**src/rtl/adder_pkg.sv**
```systemverilog
// Shared types and elaboration helpers for the pipelined add/subtract unit.
package adder_pkg;

    typedef enum logic {
        OP_ADD = 1'b0,
        OP_SUB = 1'b1
    } add_op_e;

    function automatic int unsigned slice_width(int unsigned width, int unsigned stages);
        return (stages == 0) ? width : width / stages;
    endfunction

    function automatic bit width_ok(int unsigned width, int unsigned stages);
        return (stages >= 1) && ((width % stages) == 0);
    endfunction

endpackage

```
**src/rtl/adder_pipe_if.sv**
```systemverilog
// Operand/result handshake bundle of adder_pipe; slave is the adder's view.
interface adder_pipe_if
    import adder_pkg::*;
#(
    parameter int unsigned WIDTH = 32
) ();

    logic             in_valid;
    logic             in_ready;
    logic [WIDTH-1:0] a;
    logic [WIDTH-1:0] b;
    add_op_e          op;
    logic             cin;
    logic             out_valid;
    logic             out_ready;
    logic [WIDTH-1:0] sum;
    logic             c_out;
    logic             ovf;

    modport slave (
        input  in_valid, a, b, op, cin, out_ready,
        output in_ready, out_valid, sum, c_out, ovf
    );

    modport master (
        output in_valid, a, b, op, cin, out_ready,
        input  in_ready, out_valid, sum, c_out, ovf
    );

endinterface

```
**src/rtl/add_slice.sv**
```systemverilog
// Combinational N-bit ripple adder made of full-adder cells; msb_ovf is the
// signed-overflow flag, meaningful only when this is the top slice.
module add_slice #(
    parameter int unsigned N = 8
) (
    input  logic [N-1:0] a,
    input  logic [N-1:0] b,
    input  logic         cin,
    output logic [N-1:0] sum,
    output logic         c_out,
    output logic         msb_ovf
);

    logic [N:0] carry;

    always_comb begin
        carry    = '0;
        sum      = '0;
        carry[0] = cin;
        for (int i = 0; i < int'(N); i++) begin
            sum[i]       = a[i] ^ b[i] ^ carry[i];
            carry[i + 1] = (a[i] & b[i]) | (carry[i] & (a[i] ^ b[i]));
        end
        c_out   = carry[N];
        msb_ovf = (a[N-1] == b[N-1]) & (sum[N-1] != a[N-1]);
    end

endmodule

```
**src/rtl/adder_pipe.sv**
```systemverilog
// Pipelined add/subtract: one SLICE-bit slice per stage, carry registered between
// stages, valid/ready on both sides with a whole-pipe stall on output backpressure.
module adder_pipe
    import adder_pkg::*;
#(
    parameter int unsigned WIDTH  = 32,
    parameter int unsigned STAGES = 4
) (
    input logic         clk,
    input logic         reset,
    adder_pipe_if.slave bus
);

    localparam int unsigned SLICE = slice_width(WIDTH, STAGES);

    if (!width_ok(WIDTH, STAGES)) begin : g_bad_params
        $error("adder_pipe: WIDTH must be a non-zero multiple of STAGES");
    end

    logic             stall;
    logic             valid_q [STAGES];
    logic             carry_q [STAGES];
    logic [WIDTH-1:0] res_q   [STAGES];
    logic [WIDTH-1:0] a_q     [STAGES];
    logic [WIDTH-1:0] b_q     [STAGES];
    logic             ovf_q;

    // Inputs seen by each stage: the ports for stage 0, the previous register otherwise.
    logic             st_valid [STAGES];
    logic             st_carry [STAGES];
    logic [WIDTH-1:0] st_res   [STAGES];
    logic [WIDTH-1:0] st_a     [STAGES];
    logic [WIDTH-1:0] st_b     [STAGES];

    logic [SLICE-1:0] sl_sum  [STAGES];
    logic             sl_cout [STAGES];
    logic             sl_ovf  [STAGES];

    assign stall        = bus.out_valid & ~bus.out_ready;
    assign bus.in_ready = ~stall;

    for (genvar k = 0; k < STAGES; k++) begin : g_stage
        if (k == 0) begin : g_head
            // SUB is a + ~b + ~cin: invert b and the borrow once on entry.
            assign st_valid[k] = bus.in_valid;
            assign st_carry[k] = (bus.op == OP_SUB) ? ~bus.cin : bus.cin;
            assign st_res[k]   = '0;
            assign st_a[k]     = bus.a;
            assign st_b[k]     = (bus.op == OP_SUB) ? ~bus.b : bus.b;
        end else begin : g_tail
            assign st_valid[k] = valid_q[k-1];
            assign st_carry[k] = carry_q[k-1];
            assign st_res[k]   = res_q[k-1];
            assign st_a[k]     = a_q[k-1];
            assign st_b[k]     = b_q[k-1];
        end

        add_slice #(
            .N(SLICE)
        ) u_slice (
            .a      (st_a[k][k*SLICE +: SLICE]),
            .b      (st_b[k][k*SLICE +: SLICE]),
            .cin    (st_carry[k]),
            .sum    (sl_sum[k]),
            .c_out  (sl_cout[k]),
            .msb_ovf(sl_ovf[k])
        );
    end

    // A stall freezes every stage, bubbles included, so ordering is trivially kept.
    always_ff @(posedge clk) begin
        if (reset) begin
            for (int k = 0; k < int'(STAGES); k++) begin
                valid_q[k] <= 1'b0;
                carry_q[k] <= 1'b0;
                res_q[k]   <= '0;
                a_q[k]     <= '0;
                b_q[k]     <= '0;
            end
            ovf_q <= 1'b0;
        end else if (!stall) begin
            for (int k = 0; k < int'(STAGES); k++) begin
                valid_q[k]                  <= st_valid[k];
                carry_q[k]                  <= sl_cout[k];
                a_q[k]                      <= st_a[k];
                b_q[k]                      <= st_b[k];
                res_q[k]                    <= st_res[k];
                res_q[k][k*SLICE +: SLICE]  <= sl_sum[k];
            end
            ovf_q <= sl_ovf[STAGES-1];
        end
    end

    assign bus.out_valid = valid_q[STAGES-1];
    assign bus.sum       = res_q[STAGES-1];
    assign bus.c_out     = carry_q[STAGES-1];
    assign bus.ovf       = ovf_q;

endmodule

```
**src/flat_wrapper.sv**
```systemverilog
// flat-port wrapper written by rule: the top's interface ports become plain ports
module adder_pipe_flat import adder_pkg::*;
#(
    parameter int unsigned WIDTH  = 32,
    parameter int unsigned STAGES = 4
)
  (clk, reset, bus_in_valid, bus_a, bus_b, bus_op, bus_cin, bus_out_ready, bus_in_ready, bus_out_valid, bus_sum, bus_c_out, bus_ovf);
  adder_pipe_if #(.WIDTH(WIDTH)) bus_i ();
  input logic clk;
  input logic reset;
  input wire logic [$bits(bus_i.in_valid)-1:0] bus_in_valid;
  input wire logic [$bits(bus_i.a)-1:0] bus_a;
  input wire logic [$bits(bus_i.b)-1:0] bus_b;
  input wire logic [$bits(bus_i.op)-1:0] bus_op;
  input wire logic [$bits(bus_i.cin)-1:0] bus_cin;
  input wire logic [$bits(bus_i.out_ready)-1:0] bus_out_ready;
  output wire logic [$bits(bus_i.in_ready)-1:0] bus_in_ready;
  output wire logic [$bits(bus_i.out_valid)-1:0] bus_out_valid;
  output wire logic [$bits(bus_i.sum)-1:0] bus_sum;
  output wire logic [$bits(bus_i.c_out)-1:0] bus_c_out;
  output wire logic [$bits(bus_i.ovf)-1:0] bus_ovf;
  assign bus_i.in_valid = bus_in_valid;
  assign bus_i.a = bus_a;
  assign bus_i.b = bus_b;
  assign bus_i.op = bus_op;
  assign bus_i.cin = bus_cin;
  assign bus_i.out_ready = bus_out_ready;
  assign bus_in_ready = bus_i.in_ready;
  assign bus_out_valid = bus_i.out_valid;
  assign bus_sum = bus_i.sum;
  assign bus_c_out = bus_i.c_out;
  assign bus_ovf = bus_i.ovf;
  adder_pipe #(.WIDTH(WIDTH), .STAGES(STAGES)) u_core (.clk(clk), .reset(reset), .bus(bus_i));
endmodule
```
**config.mk**
```make
export PLATFORM = sky130hd
export DESIGN_NAME = adder_pipe_flat
export DESIGN_NICKNAME = d
export VERILOG_FILES = /design/src/rtl/adder_pkg.sv /design/src/rtl/adder_pipe_if.sv /design/src/rtl/add_slice.sv /design/src/rtl/adder_pipe.sv /design/src/flat_wrapper.sv
export SDC_FILE = /design/constraint.sdc
export NUM_CORES = 1
export LEC_CHECK = 0
export BUFFER_PORTS_ARGS = -buffer_cell sky130_fd_sc_hd__buf_2
export CAP_MARGIN = 20
export CORE_AREA = 4 4 176 221
export CTS_CLUSTER_DIAMETER = 120
export CTS_CLUSTER_SIZE = 30
export DETAILED_ROUTE_END_ITERATION = 10
export DIE_AREA = 0 0 180 225
export PLACE_DENSITY = 0.48
export SLEW_MARGIN = 5
export SYNTH_ARGS = -nofsm -noshare
export SYNTH_HDL_FRONTEND = slang
export SYNTH_HIERARCHICAL = 1
export SYNTH_SLANG_ARGS = --single-unit
```
**constraint.sdc**
```tcl
create_clock -name clk -period 14.85 [get_ports clk]
set_input_delay 3.7125 -clock clk [delete_from_list [all_inputs] [get_ports clk]]
set_output_delay 3.7125 -clock clk [all_outputs]
set_load 0.01 [all_outputs]
```
* Word level (Yosys, flattened, before mapping)
Memory sizes are Yosys's and may differ from the RTL's.
Cells that the tools add are included.
** Word-level totals
- RAM bits :: 392
- Register bits after elaboration :: 1
- Memories kept :: 5
- Bits in read-only memories :: 0
- Output and inout port bits :: 36
- Bits in latches :: 0
- Logic and storage cells :: 229
** Memories
- u_core.a_q :: depth 4, width 32, rd ports 3, clocked after memory_dff 0, wr ports 4, line adder_pipe.sv:24 : logic [WIDTH-1:0] a_q [STAGES];
- u_core.b_q :: depth 4, width 32, rd ports 3, clocked after memory_dff 0, wr ports 4, line adder_pipe.sv:25 : logic [WIDTH-1:0] b_q [STAGES];
- u_core.res_q :: depth 4, width 32, rd ports 4, clocked after memory_dff 0, wr ports 4, line adder_pipe.sv:23 : logic [WIDTH-1:0] res_q [STAGES];
- u_core.carry_q :: depth 4, width 1, rd ports 4, clocked after memory_dff 0, wr ports 4, line adder_pipe.sv:22 : logic carry_q [STAGES];
- u_core.valid_q :: depth 4, width 1, rd ports 4, clocked after memory_dff 0, wr ports 4, line adder_pipe.sv:21 : logic valid_q [STAGES];
** Cells by class
- $mul :: 0
- Reduce and logical (&&, ||, !) cells :: 0
- Bitwise operators :: 190
- Shift-type cells :: 0
- Equal/unequal tests :: 2
- Mux-type cells :: 31
- Add/subtract/negate cells :: 0
- Divide/modulo/power cells :: 0
- $lt $le $gt $ge :: 0
** Operators with widths (number)
- 32-bit two-way mux :: 13
- 1-bit AND :: 66
- 1-bit XOR :: 64
- 1-bit OR :: 56
- 8-bit two-way mux :: 4
- 32-bit inverter :: 1
- 1-bit two-way mux :: 14
- 1-bit inverter :: 3
- 1-bit == test :: 1
- 1-bit != test :: 1

* Depth between registers and ports, before layout
Gate-level depths: netlist (run 1).
- Depth after elaboration :: 20
- Gate-level depth with buffers :: 16
- Depth with buffers taken out :: 15

* Hierarchy
Netlist (run 1), hierarchy kept.
** By module, submodules not included
- adder_pipe :: area an instance 8185.4 µm², times used 1, cells an instance 454
- add_slice :: area an instance 222.7 µm², times used 4, cells an instance 21

* Least setup slack after synthesis (run 1)
OpenSTA, ideal clock, no wires.
- Path kind :: input to register
- From :: in reset
- To :: mem u_core.a_q[0][10] (enable)
- Setup time :: 0.577 ns
- Path slack :: 5.770 ns
- Data arrival time :: 8.502 ns
- Cell stages on the path :: 3
- Buffers on the path :: 2
- Cell sequence :: buf_2 buf_2 nand2b_1
** RTL lines
- start: declaration :: line flat_wrapper.sv:10 : input logic reset;
- end: declaration :: line adder_pipe.sv:24

* Final worst setup path (run 1)
- From :: in bus_out_ready
- To :: out bus_in_ready
** Between the ends
- Word-level cells in the longest chain between the ends :: 3
** RTL lines
- start: declaration :: line flat_wrapper.sv:16 : input wire logic [$bits(bus_i.out_ready)-1:0] bus_out_ready;
- 1-bit inverter :: line adder_pipe.sv:39 : assign stall = bus.out_valid & ~bus.out_ready;
- 1-bit AND :: line adder_pipe.sv:39
- 1-bit inverter :: line adder_pipe.sv:40 : assign bus.in_ready = ~stall;
- end: declaration :: line flat_wrapper.sv:17 : output wire logic [$bits(bus_i.in_ready)-1:0] bus_in_ready;
No other way between the ends.

==> results.txt, run 1 <==
The post-route DRC violation count is 0. The tree is rooted in a clkbuf_16. For this block, the via count after detailed routing is 4343. The worst setup skew after layout came out at 0.0126 ns. The final setup violation count is 0. The floorplan has between 70 and 80 rows.

The cell occurring most often along the worst timing path is buf_2. The layout cell share with drive strength beyond 1 is 0.440. The number of top-level pins came out at approximately 110. The placer congestion estimate came out at 0.713. The worst reg2reg path depth came out at 15. The number of inserted filler cells in the final layout came out at 3669. The highest layer touched by signal routing is met4.

The synthesized area is around 9000 sq um. The max-slew violation count is 0. The largest fanout on the critical path is 2. The floorplan step set the die height to between 200 and 250 um. The worst setup path is of the input pin to output port kind.

Setup repair after global routing left no endpoint under its margin. In the finished design, the share of the clock period the worst path needs comes to 0.533. In the global route stage, overall resource usage came out at 0.0854. The time the final worst path needs with I/O delays and setup is between 7 and 8 ns. The worst pin sits at a relative slew slack of 0.318. The worst setup path is launched from an input pin. The antenna cell count is 0. The number of hold-repair buffers added at the cts stage came out at 0. The first-iteration detailed-routing DRC count came out at around 260.

The initial antenna violation count was 2. Averaged over all synthesized cells, the footprint is 17.0 sq um. The critical path goes through buf_2 -> nor2b_4 -> inv_1 -> buf_2. The mean number of vias per cell is 3.90.

The number of I/O port buffers came out at 105. The floorplan core area is 36900 sq um. In this run the number of H-tree levels came out at 4. TritonCTS built the clock tree. The die width is about 180 um. The delay contributed by the slowest stage of the critical path is 0.18 ns. The first global-routing pass estimated 27000 um of wire. The worst setup path is captured at an output port. The synthesized net count is 632.

The ratio of total power to cell area is 115 nW/um^2. The number of global-route vias before repair came out at 4590. The total number of yosys warnings came out at 6. The pin count of the biggest net entering global routing is 86. Static timing analysis puts the maximum clock frequency at 126 MHz.

On the critical path, the stage with the largest delay is an instance of nor2b_4. The die covers ~40000 sq um. The total grt overflow is 0. The number of nets in the layout is roughly 720. The detail route stage leaves a number of antenna-violating nets equal to 0. The setup TNS after final layout came out at 0 ns. The standby leakage power is 4.17 nW. The post-synthesis to final-layout area growth is 16.9%. The number of instances in the synthesized netlist is 529. The final design area excluding fillers is ~11000 sq um.

The clock tree buffer depth came out at 2. The minimum setup slack among reg-to-reg paths came out at 10.66 ns. Grouping stages by cell kind, the critical path spends the most delay in buffers and inverters. The critical path runs through a total of 4 cells. The launching point of the worst reg2reg path is u_core/a_q[0][88]$_SDFFCE_PN0P_. The number of setup buffers added after CTS came out at 0.

The pre-antenna-repair detailed-routing pass consisted of 4 iterations. Buffers inserted during clock tree synthesis total 17. The tightest min-delay check is of the register to register type.

The critical path data required time is 11.14 ns. Together, buffers and inverters on the worst path number 3. The maximum resistive drop on vdd is 65.4 uV.

The total count of hold-check failures in the final report is 0. In this run the worst setup path begins at bus_out_ready. The slew at the pin closest to its max-slew limit came out at 1.02 ns. The starting density of the core came out at 0.244. In this run, post-CTS repair resized a total of 0 instances.

For this design, the sink count on the clock tree is approximately 190. The endpoint identified for the worst register-to-register timing path is u_core/bus.ovf$_SDFFE_PP0N_. The met3 wire length came out at 635 um. The destination of the critical timing path is bus_in_ready.

Clock-pin slew was measured on the worst setup and hold paths at 0.08 ns. Max-cap violations in this run came to 0. The wire length on met2 is between 8000 and 9000 um.

The sum of net half-perimeters after detailed placement is 10100 um. The later pin in the worst-skew pair is clocked with a latency of 0.44 ns. The average wire length per cell after detail routing came out at 15.2 um. The final wirelength is 17000 um. After detailed routing, the wire length on met1 is 7490 um.

The post-place instance area came out at 9870 sq um. The flow ran to the end, and the final reports show no timing, DRC or antenna violations. The endpoint arrival time on the critical path came out at 4.21 ns.
[worst reg2reg max path, stage by stage, from the launching register on]
cell and delay (ns):
edfxtp_1 0.41, fa_1 0.43, inv_1 0.07, fa_1 0.15, inv_1 0.05, fa_1 0.40, fa_1 0.40, fa_1 0.40
fa_1 0.44, fa_1 0.38, inv_1 0.07, fa_1 0.43, xor2_1 0.16, nor2_1 0.09, nand2b_1 0.10, o21ai_0 0.14
[how the worst min path moves through the flow]
stage	from	to	slack, ns	cells after the start
2_1_floorplan	u_core/bus.ovf$_SDFFE_PP0N_	u_core/bus.ovf$_SDFFE_PP0N_	0.52	2
3_3_place_gp	u_core/bus.ovf$_SDFFE_PP0N_	u_core/bus.ovf$_SDFFE_PP0N_	0.50	2
3_5_place_dp	u_core/bus.ovf$_SDFFE_PP0N_	u_core/bus.ovf$_SDFFE_PP0N_	0.52	2
4_1_cts	u_core/bus.ovf$_SDFFE_PP0N_	u_core/bus.ovf$_SDFFE_PP0N_	0.53	2
5_1_grt	u_core/bus.ovf$_SDFFE_PP0N_	u_core/bus.ovf$_SDFFE_PP0N_	0.56	2
6_report	u_core/bus.ovf$_SDFFE_PP0N_	u_core/bus.ovf$_SDFFE_PP0N_	0.52	2
[through the flow]
step / power (mW) / util / hold WS [ns] / cells / setup slack (ns)
after floorplan: 0.715 / - / 0.522 / 529 / 5.77
after global placement: 0.749 / 0.268 / 0.501 / 1082 / 6.87
after detailed placement: 0.749 / 0.268 / 0.515 / 1082 / 6.87
after CTS: 1.24 / 0.285 / 0.527 / 1114 / 6.87
after global routing: 1.27 / 0.285 / 0.558 / 1115 / 6.88
final: 1.21 / 0.285 / 0.515 / 1115 / 6.93
[metal layers]
layer / vias to the layer above / global-route usage
met5: - / 0
met4: 0 / 0.0302
met3: 13 / 0.0221
met2: 77 / 0.144
met1: 2184 / 0.107
li1: 2069 / -
[sequential cells by signal, indices dropped and copies added (netlist names)]
name            flops
u_core/b_q         48
u_core/a_q         48
u_core/valid_q      4
u_core/bus.ovf      1
u_core/carry_q      4
u_core/res_q       80
[cell usage in the layout (no fill, tap or decap), drive strengths merged]
cell and count:
buf 114, bufinv 1, clkbuf 17, clkinv 6, clkinvlp 1, dfxtp 1
edfxtp 184, fa 32, ha 1, inv 48, nand2b 2, nand4bb 1
nor2 1, nor2b 1, nor3 24, nor3b 160, o21ai 1, xnor2 24
xor2 10
[layout make-up]
type	count	area (sq um)	share of cell area
Sequential cell	185	5550	0.527
Multi-Input combinational cell	257	2970	0.282
Timing Repair Buffer	114	623	0.0592
Tap cell	486	608	0.0578
Clock buffer	17	425	0.0404
Clock inverter	15	196	0.0187
Inverter	41	154	0.0146
[power by group]
part,total (mW),leakage (nW),internal [mW],switching (mW)
combinational,0.108,1.68,0.0550,0.0525
clock,0.478,0.299,0.245,0.233
sequential,0.627,2.19,0.616,0.0111
No activity file was read; power rests on OpenSTA's default activity.
==> run 2, diff against run 1 <==
clock period = 8.3 ns   (was 14.85 ns; I/O delays follow)
==> run 2 against run 1 <==
Effect of this change: setup slack got worse by 4.4 ns; critical path type is now input pin to register; clock skew rose by 0.0013 ns; critical endpoint is now u_core/res_q[0][7]$_SDFFCE_PN0P_; flip-flop and latch count did not move; sequential share of layout area rose by 0.41 points; non-clock buffer count fell by 2; via count fell by 0.99%; register-to-register slack got worse by 6.6 ns; combinational power rose by 78%.
==> results.txt, run 2 (synthesis gave the netlist of run 1 again) <==
The flip-flop count of the largest register, all copies and words added came out at 80 (unchanged). Unrepaired setup endpoints after global routing: false (unchanged). The number of buffers inserted during clock tree synthesis is 17 (unchanged).

The detailed-router iteration count before antenna repair is 4 (unchanged). The number of top-level pins is 106 (unchanged). The family with the most delay on the worst path is adder cells (was buffers and inverters).

The pin count of the biggest net entering global routing came out at 115 (was 86). The most flop-heavy register is u_core/res_q (unchanged). The maximum resistive drop on vdd is 123 uV (was 65.4 uV). The number of nets in the layout came to 717 (was 719). The post-route DRC violation count is 0 (unchanged).

The ratio of total power to cell area came to 202 nW/um^2 (was 115 nW/um^2). The type of the worst min-delay path is register to register (unchanged). The wire length of the first global-routing pass is 27300 um (was 27000 um). The number of hold-repair buffers added at the cts stage is 0 (unchanged). The area enclosed by the die boundary came to 40500 sq um (unchanged). The most common cell after layout, fill and taps aside is edfxtp_1 (unchanged). Outcome: finished clean (unchanged).

The category of the critical setup timing path was input pin to register (was input pin to output port). The setup TNS after final layout was 0 ns (unchanged). The max-slew violation count was 0 (unchanged). The count of vias placed by the detailed router is 4300 (was 4343).

The cell row count came out at 79 (unchanged). The final cell count without fillers came out at 1111 (was 1115). The count of instances resized after the clock tree is built came out at 0 (unchanged).

The time the final worst path needs with I/O delays and setup came out at 5.75 ns. The number of global-route vias before repair was 4690 (was 4590). The clock input transition at the sequential cells of the worst setup and hold paths is 0.07 ns (was 0.08 ns).

The slew at the pin closest to its max-slew limit is 0.973 ns (was 1.02 ns). The placer congestion estimate came to 0.696 (was 0.713). The initial antenna violation count came out at 2 (unchanged).

The combinational power share came out at 0.091 (was 0.089). The average wire length per cell after detail routing was 15.3 um (was 15.2 um). The die width is 180 um (unchanged). The buffers plus inverters on the worst setup path came to 5 (was 3). The root buffer cell is clkbuf_16 (unchanged).

The number of maximum-capacitance constraint violations was 0 (unchanged). The total grt overflow came out at 0 (unchanged). The later-pin clock latency in the skew report is 0.43 ns (was 0.44 ns). The residual antenna-violating net count after detailed routing is 0 (unchanged). Cell breakdown of the critical path: buf_2 -> xor2_1 -> fa_1 -> inv_1 -> fa_1 -> inv_1 -> fa_1 -> fa_1 -> fa_1 -> fa_1 -> fa_1 -> inv_1 -> fa_1 -> inv_1 -> nor3b_1 (was buf_2 -> nor2b_4 -> inv_1 -> buf_2). The nature of the critical path startpoint is an input pin (unchanged). The relative slew slack came to 0.352 (was 0.318). The fraction of power spent switching nets came out at 0.231 (was 0.244). The number of I/O port buffers is 105 (unchanged). The sequential cell fraction of total power was 0.532 (was 0.517). The total count of hold-check failures in the final report was 0 (unchanged).

The standby leakage power came out at 4.13 nW (was 4.17 nW). The slowest stage cell on the critical path is fa_1 (was nor2b_4). The layout cell share with drive strength beyond 1 came to 0.437 (was 0.440).

The cell total after placement came out at 1081 (was 1082). The number of sinks on the clock net came out at 185 (unchanged). Dividing the final minimum period by the clock period gives 0.693. The number of H-tree branching levels is 4 (unchanged). The worst setup skew after layout came out at 0.0140 ns (was 0.0126 ns).

The switching component of the power came out at 0.488 mW (was 0.296 mW). The endpoint class of the critical path is a register (was output port). The first-iteration detailed-routing DRC count came out at 212 (was 258). Leading registers by flop count: u_core/res_q: 80 flops, u_core/a_q: 48 flops, u_core/b_q: 48 flops (unchanged). The starting density of the core came out at 0.244 (unchanged). Based on the critical path, the design can be clocked at up to 174 MHz. The final setup violation count came out at 0 (unchanged). The post-synthesis to final-layout area growth is 16.0% (was 16.9%). The endpoint arrival time on the critical path is 6.00 ns (was 4.21 ns). The internal power contribution is 1.62 mW (was 0.916 mW). The final wirelength is 17000 um (about the same). The delay contributed by the slowest stage of the critical path came out at 0.41 ns (was 0.18 ns). The CTS tree was done (unchanged). Commonest cells after routing, fill and taps aside: 184 x edfxtp_1, 110 x nor3b_2, 104 x buf_2 (unchanged). The sum of net half-perimeters after detailed placement came to 10200 um (was 10100 um).

The total chip power was 2.11 mW (was 1.21 mW). The antenna cell count came out at 0 (unchanged). The height of the chip is 225 um (unchanged). The clock network fraction of design power was 0.377 (was 0.394).

The floorplan core area is 36900 sq um (unchanged). The mean number of vias per cell is 3.87 (was 3.90). The total global-route track usage is 0.0861 (was 0.0854). The critical path data required time came to 8.55 ns (was 11.14 ns). The clock tree buffer depth is 2 (unchanged). The number of setup buffers added after CTS came out at 0 (unchanged).

The largest fanout on the critical path is 13 (was 2). The cell occurring most often along the worst timing path is fa_1 (was buf_2).
==> run 2: power groups by stage <==
stage	Sequential [mW]	Combinational (mW)	Clock (mW)
after global placement	1.14	0.197	0
after global routing	1.13	0.218	0.878
final	1.12	0.192	0.796
after floorplan	1.14	0.136	0
after detailed placement	1.14	0.197	0
after CTS	1.12	0.199	0.836
==> run 2: path summary, 6_finish.rpt <==
check | startpoint | to | slack (ns) | cells past startpoint
hold / removal | u_core/bus.ovf$_SDFFE_PP0N_ | u_core/bus.ovf$_SDFFE_PP0N_ | 0.54 | 2
hold reg to reg | u_core/bus.ovf$_SDFFE_PP0N_ | u_core/bus.ovf$_SDFFE_PP0N_ | 0.54 | 2
setup reg to reg | u_core/a_q[0][88]$_SDFFCE_PN0P_ | u_core/bus.ovf$_SDFFE_PP0N_ | 4.09 | 15
setup / recovery | bus_op | u_core/res_q[0][7]$_SDFFCE_PN0P_ | 2.55 | 15
==> run 2: routing by layer <==
layer	track usage	up-vias	share of wire
li1	-	2060	-
met1	0.106	2152	0.43
met2	0.149	75	0.52
met3	0.0203	13	0.036
met4	0.0288	0	0.014
met5	0	-	0
==> run 2: final cells by class <==
| type | instances | area (sq um) |
|---|---|---|
| inverter | 41 | 154 |
| clock inverter | 13 | 138 |
| tap | 486 | 608 |
| sequential | 185 | 5550 |
| timing repair buffer | 112 | 601 |
| fill | 3732 | 26400 |
| clock buffer | 17 | 425 |
| multi-input combinational | 257 | 2970 |
==> run 2: worst register-to-register path, delay by kind of cell (launching register included) <==
family | cells | cell delay (ns)
fa+ha+maj | 8 | 3.03
xor+xnor | 1 | 0.16
buf+inv | 3 | 0.22
flops | 1 | 0.40
simple gates | 2 | 0.20
compound gates | 1 | 0.13
==> run 2: metrics by stage <==
stage | utilization | hold WS [ns] | setup WS (ns) | area, sq um
after detailed placement | 0.268 | 0.545 | 2.10 | 9880
after global placement | 0.268 | 0.541 | 2.21 | 9880
after CTS | 0.283 | 0.556 | 2.58 | 10400
after global routing | 0.283 | 0.576 | 2.32 | 10400
after floorplan | - | 0.522 | 0.858 | 9000
final | 0.283 | 0.544 | 2.55 | 10400
==> run 3, diff against run 2 <==
clock period = 5.3 ns   (was 8.3 ns; I/O delays follow)
==> run 3 against run 2 <==
Effect of this change: via count grew 0.51%; global-route usage hardly changed; non-clock buffer count grew 2; critical endpoint unchanged; largest cell class unchanged; critical path type unchanged.
==> results.txt, run 3 (synthesis gave the netlist of run 1 again) <==
The wire length of the first global-routing pass is 27200 um (was 27300 um). The count of vias placed by the detailed router is 4322 (was 4300). The destination of the critical timing path is u_core/res_q[0][7]$_SDFFCE_PN0P_ (unchanged). Commonest cells after routing, fill and taps aside: 184 x edfxtp_1, 110 x nor3b_2, 104 x buf_2 (unchanged). The minimum setup slack among reg-to-reg paths came out at 1.10 ns (was 4.09 ns).

The number of H-tree branching levels is 4 (unchanged). The most common cell after layout, fill and taps aside is edfxtp_1 (unchanged). The type of the worst min-delay path is register to register (unchanged).

The pin count of the biggest net entering global routing came out at 108 (was 115). The flip-flop count of the largest register, all copies and words added was 80 (unchanged). The most flop-heavy register is u_core/res_q (unchanged).

The critical path data required time came out at 5.55 ns (was 8.55 ns). The number of nets in the layout is 719 (was 717). The area enclosed by the die boundary came out at 40500 sq um (unchanged). The ratio of total power to cell area came out at 313 nW/um^2 (was 202 nW/um^2). The clock input transition at the sequential cells of the worst setup and hold paths came out at 0.06 ns (was 0.07 ns). The count of instances resized after the clock tree is built came out at 0 (unchanged). The post-route DRC violation count came to 0 (unchanged). The slowest stage cell on the critical path is fa_1 (unchanged).

The antenna cell count came out at 0 (unchanged). The cell occurring most often along the worst timing path is fa_1 (unchanged). The root buffer cell is clkbuf_16 (unchanged). The sequential cell fraction of total power came to 0.537 (was 0.532).

The number of sinks on the clock net was 185 (unchanged). Leading registers by flop count: u_core/res_q: 80 flops, u_core/a_q: 48 flops, u_core/b_q: 48 flops (unchanged). The number of I/O port buffers is 105 (unchanged). The max-slew violation count is 0 (unchanged). The setup TNS after final layout came out at 0 ns (unchanged). The nature of the critical path startpoint is an input pin (unchanged). Outcome: finished clean (unchanged).

The sum of net half-perimeters after detailed placement is 10500 um (was 10200 um). The endpoint class of the critical path is a register (unchanged). The floorplan core area is 36900 sq um (unchanged). The launching point of the worst reg2reg path is u_core/a_q[0][48]$_SDFFCE_PN0P_ (was u_core/a_q[0][88]$_SDFFCE_PN0P_). The slew at the pin closest to its max-slew limit is 0.964 ns (was 0.973 ns).

The relative slew slack came to 0.357 (was 0.352). The average wire length per cell after detail routing was 15.3 um (about the same). The maximum frequency from static timing analysis came out at 211 MHz.

The reg-to-reg critical path endpoint is u_core/res_q[2][23]$_SDFFCE_PN0P_ (was u_core/bus.ovf$_SDFFE_PP0N_). The largest fanout on the critical path came out at 4 (was 13). The start point of the critical path is bus_op (unchanged). The mean number of vias per cell is 3.88 (was 3.87). The total grt overflow came out at 0 (unchanged). The slack of the critical path was 0.565 ns (was 2.55 ns). The time the final worst path needs with I/O delays and setup came out at 4.74 ns. The worst setup skew after layout is 0.0136 ns (was 0.0140 ns).

The final worst-path cycle share is 0.893. The initial antenna violation count came out at 1 (was 2). The category of the critical setup timing path is input pin to register (unchanged). The endpoint arrival time on the critical path came out at 4.98 ns (was 6.00 ns).

The detailed-router iteration count before antenna repair is 4 (unchanged). The total global-route track usage came out at 0.0861 (about the same). The worst reg2reg path depth came to 13 (was 15). The number of top-level pins came out at 106 (unchanged).

The post-place instance area came to 9910 sq um (was 9880 sq um). The maximum resistive drop on vdd came out at 179 uV (was 123 uV). The number of global-route vias before repair came out at 4729 (was 4690). The total count of hold-check failures in the final report is 0 (unchanged). The clock tree buffer depth came out at 2 (unchanged).

The layout cell share with drive strength beyond 1 was 0.436 (was 0.437). The final setup violation count came out at 0 (unchanged). The final design area excluding fillers is 10500 sq um (was 10400 sq um). The first-iteration detailed-routing DRC count came out at 200 (was 212). The combinational power share is 0.093 (was 0.091). Unrepaired setup endpoints after global routing: false (unchanged).

The pre-CTS setup slack is 0.173 ns (was 2.10 ns). The total chip power is 3.27 mW (was 2.11 mW). The clock network fraction of design power came out at 0.370 (was 0.377). The residual antenna-violating net count after detailed routing is 0 (unchanged). The cell row count is 79 (unchanged).

The switching component of the power came out at 0.775 mW (was 0.488 mW). The post-synthesis to final-layout area growth came out at 16.1% (was 16.0%). The number of hold-repair buffers added at the cts stage is 0 (unchanged). The standby leakage power was 4.13 nW (about the same). The CTS tree was done (unchanged). The number of maximum-capacitance constraint violations is 0 (unchanged).

The number of setup buffers added after CTS came out at 0 (unchanged). The height of the chip was 225 um (unchanged). The placer congestion estimate was 0.696 (about the same).

The starting density of the core is 0.244 (unchanged). The delay contributed by the slowest stage of the critical path is 0.41 ns (about the same). The final wirelength is 17100 um (was 17000 um). The number of buffers inserted during clock tree synthesis is 17 (unchanged). The internal power contribution came out at 2.50 mW (was 1.62 mW). The later-pin clock latency in the skew report is 0.43 ns (about the same). The die width is 180 um (unchanged). Cell breakdown of the critical path: buf_2 -> xor2_1 -> fa_1 -> inv_1 -> fa_1 -> inv_1 -> fa_1 -> fa_1 -> fa_1 -> fa_1 -> fa_1 -> inv_1 -> fa_1 -> inv_1 -> nor3b_1 (unchanged).

The fraction of power spent switching nets is 0.237 (was 0.231).
## run 3: worst max-delay path, delay by kind of cell
kind / cells / cell delay, ns
adders and majority gates: 8 / 2.87
buffers and inverters: 5 / 0.40
and+or+nand+nor: 1 / 0.19
xor gates and xnor gates: 1 / 0.18
## run 3: power groups by stage
stage	logic, mW	registers, mW	clock network (mW)
2_1_floorplan	0.213	1.79	0
3_3_place_gp	0.311	1.79	0
3_5_place_dp	0.312	1.79	0
4_1_cts	0.316	1.76	1.27
5_1_grt	0.344	1.77	1.32
6_report	0.305	1.76	1.21
## run 3: worst min path at each step
stage,startpoint,endpoint,cells past startpoint
after floorplan,u_core/bus.ovf$_SDFFE_PP0N_,u_core/bus.ovf$_SDFFE_PP0N_,2
after global placement,u_core/res_q[0][2]$_SDFFCE_PN0P_,u_core/res_q[1][2]$_SDFFCE_PN0P_,1
after detailed placement,u_core/res_q[2][16]$_SDFFCE_PN0P_,u_core/res_q[3][16]$_SDFFCE_PN0P_,1
after CTS,u_core/bus.ovf$_SDFFE_PP0N_,u_core/bus.ovf$_SDFFE_PP0N_,2
after global routing,u_core/b_q[0][27]$_SDFFCE_PN0P_,u_core/b_q[0][59]$_SDFFCE_PN0P_,1
final,u_core/bus.ovf$_SDFFE_PP0N_,u_core/bus.ovf$_SDFFE_PP0N_,2
## run 3: per-stage QoR
stage                     hold WS (ns)  utilization  instances
after floorplan                  0.522            -        529
after global placement           0.543        0.269       1083
after detailed placement         0.549        0.269       1083
after CTS                        0.564        0.283       1115
after global routing             0.575        0.283       1115
final                            0.551        0.283       1115
## run 3: area by class of cell
type | instances | area [sq um]
clock buffers | 19 | 433
well taps | 486 | 608
repair buffers | 114 | 628
multi-input cells | 257 | 2970
flip-flops and latches | 185 | 5550
inverters | 41 | 154
fillers | 3752 | 26400
clock inverters | 13 | 111
## run 3: metal layers
metal / GRT usage / vias up / wire length [um]
met5: 0 / - / 7
met1: 0.106 / 2175 / 7290
li1: - / 2063 / -
met4: 0.0283 / 2 / 226
met2: 0.149 / 68 / 8990
met3: 0.0220 / 14 / 582
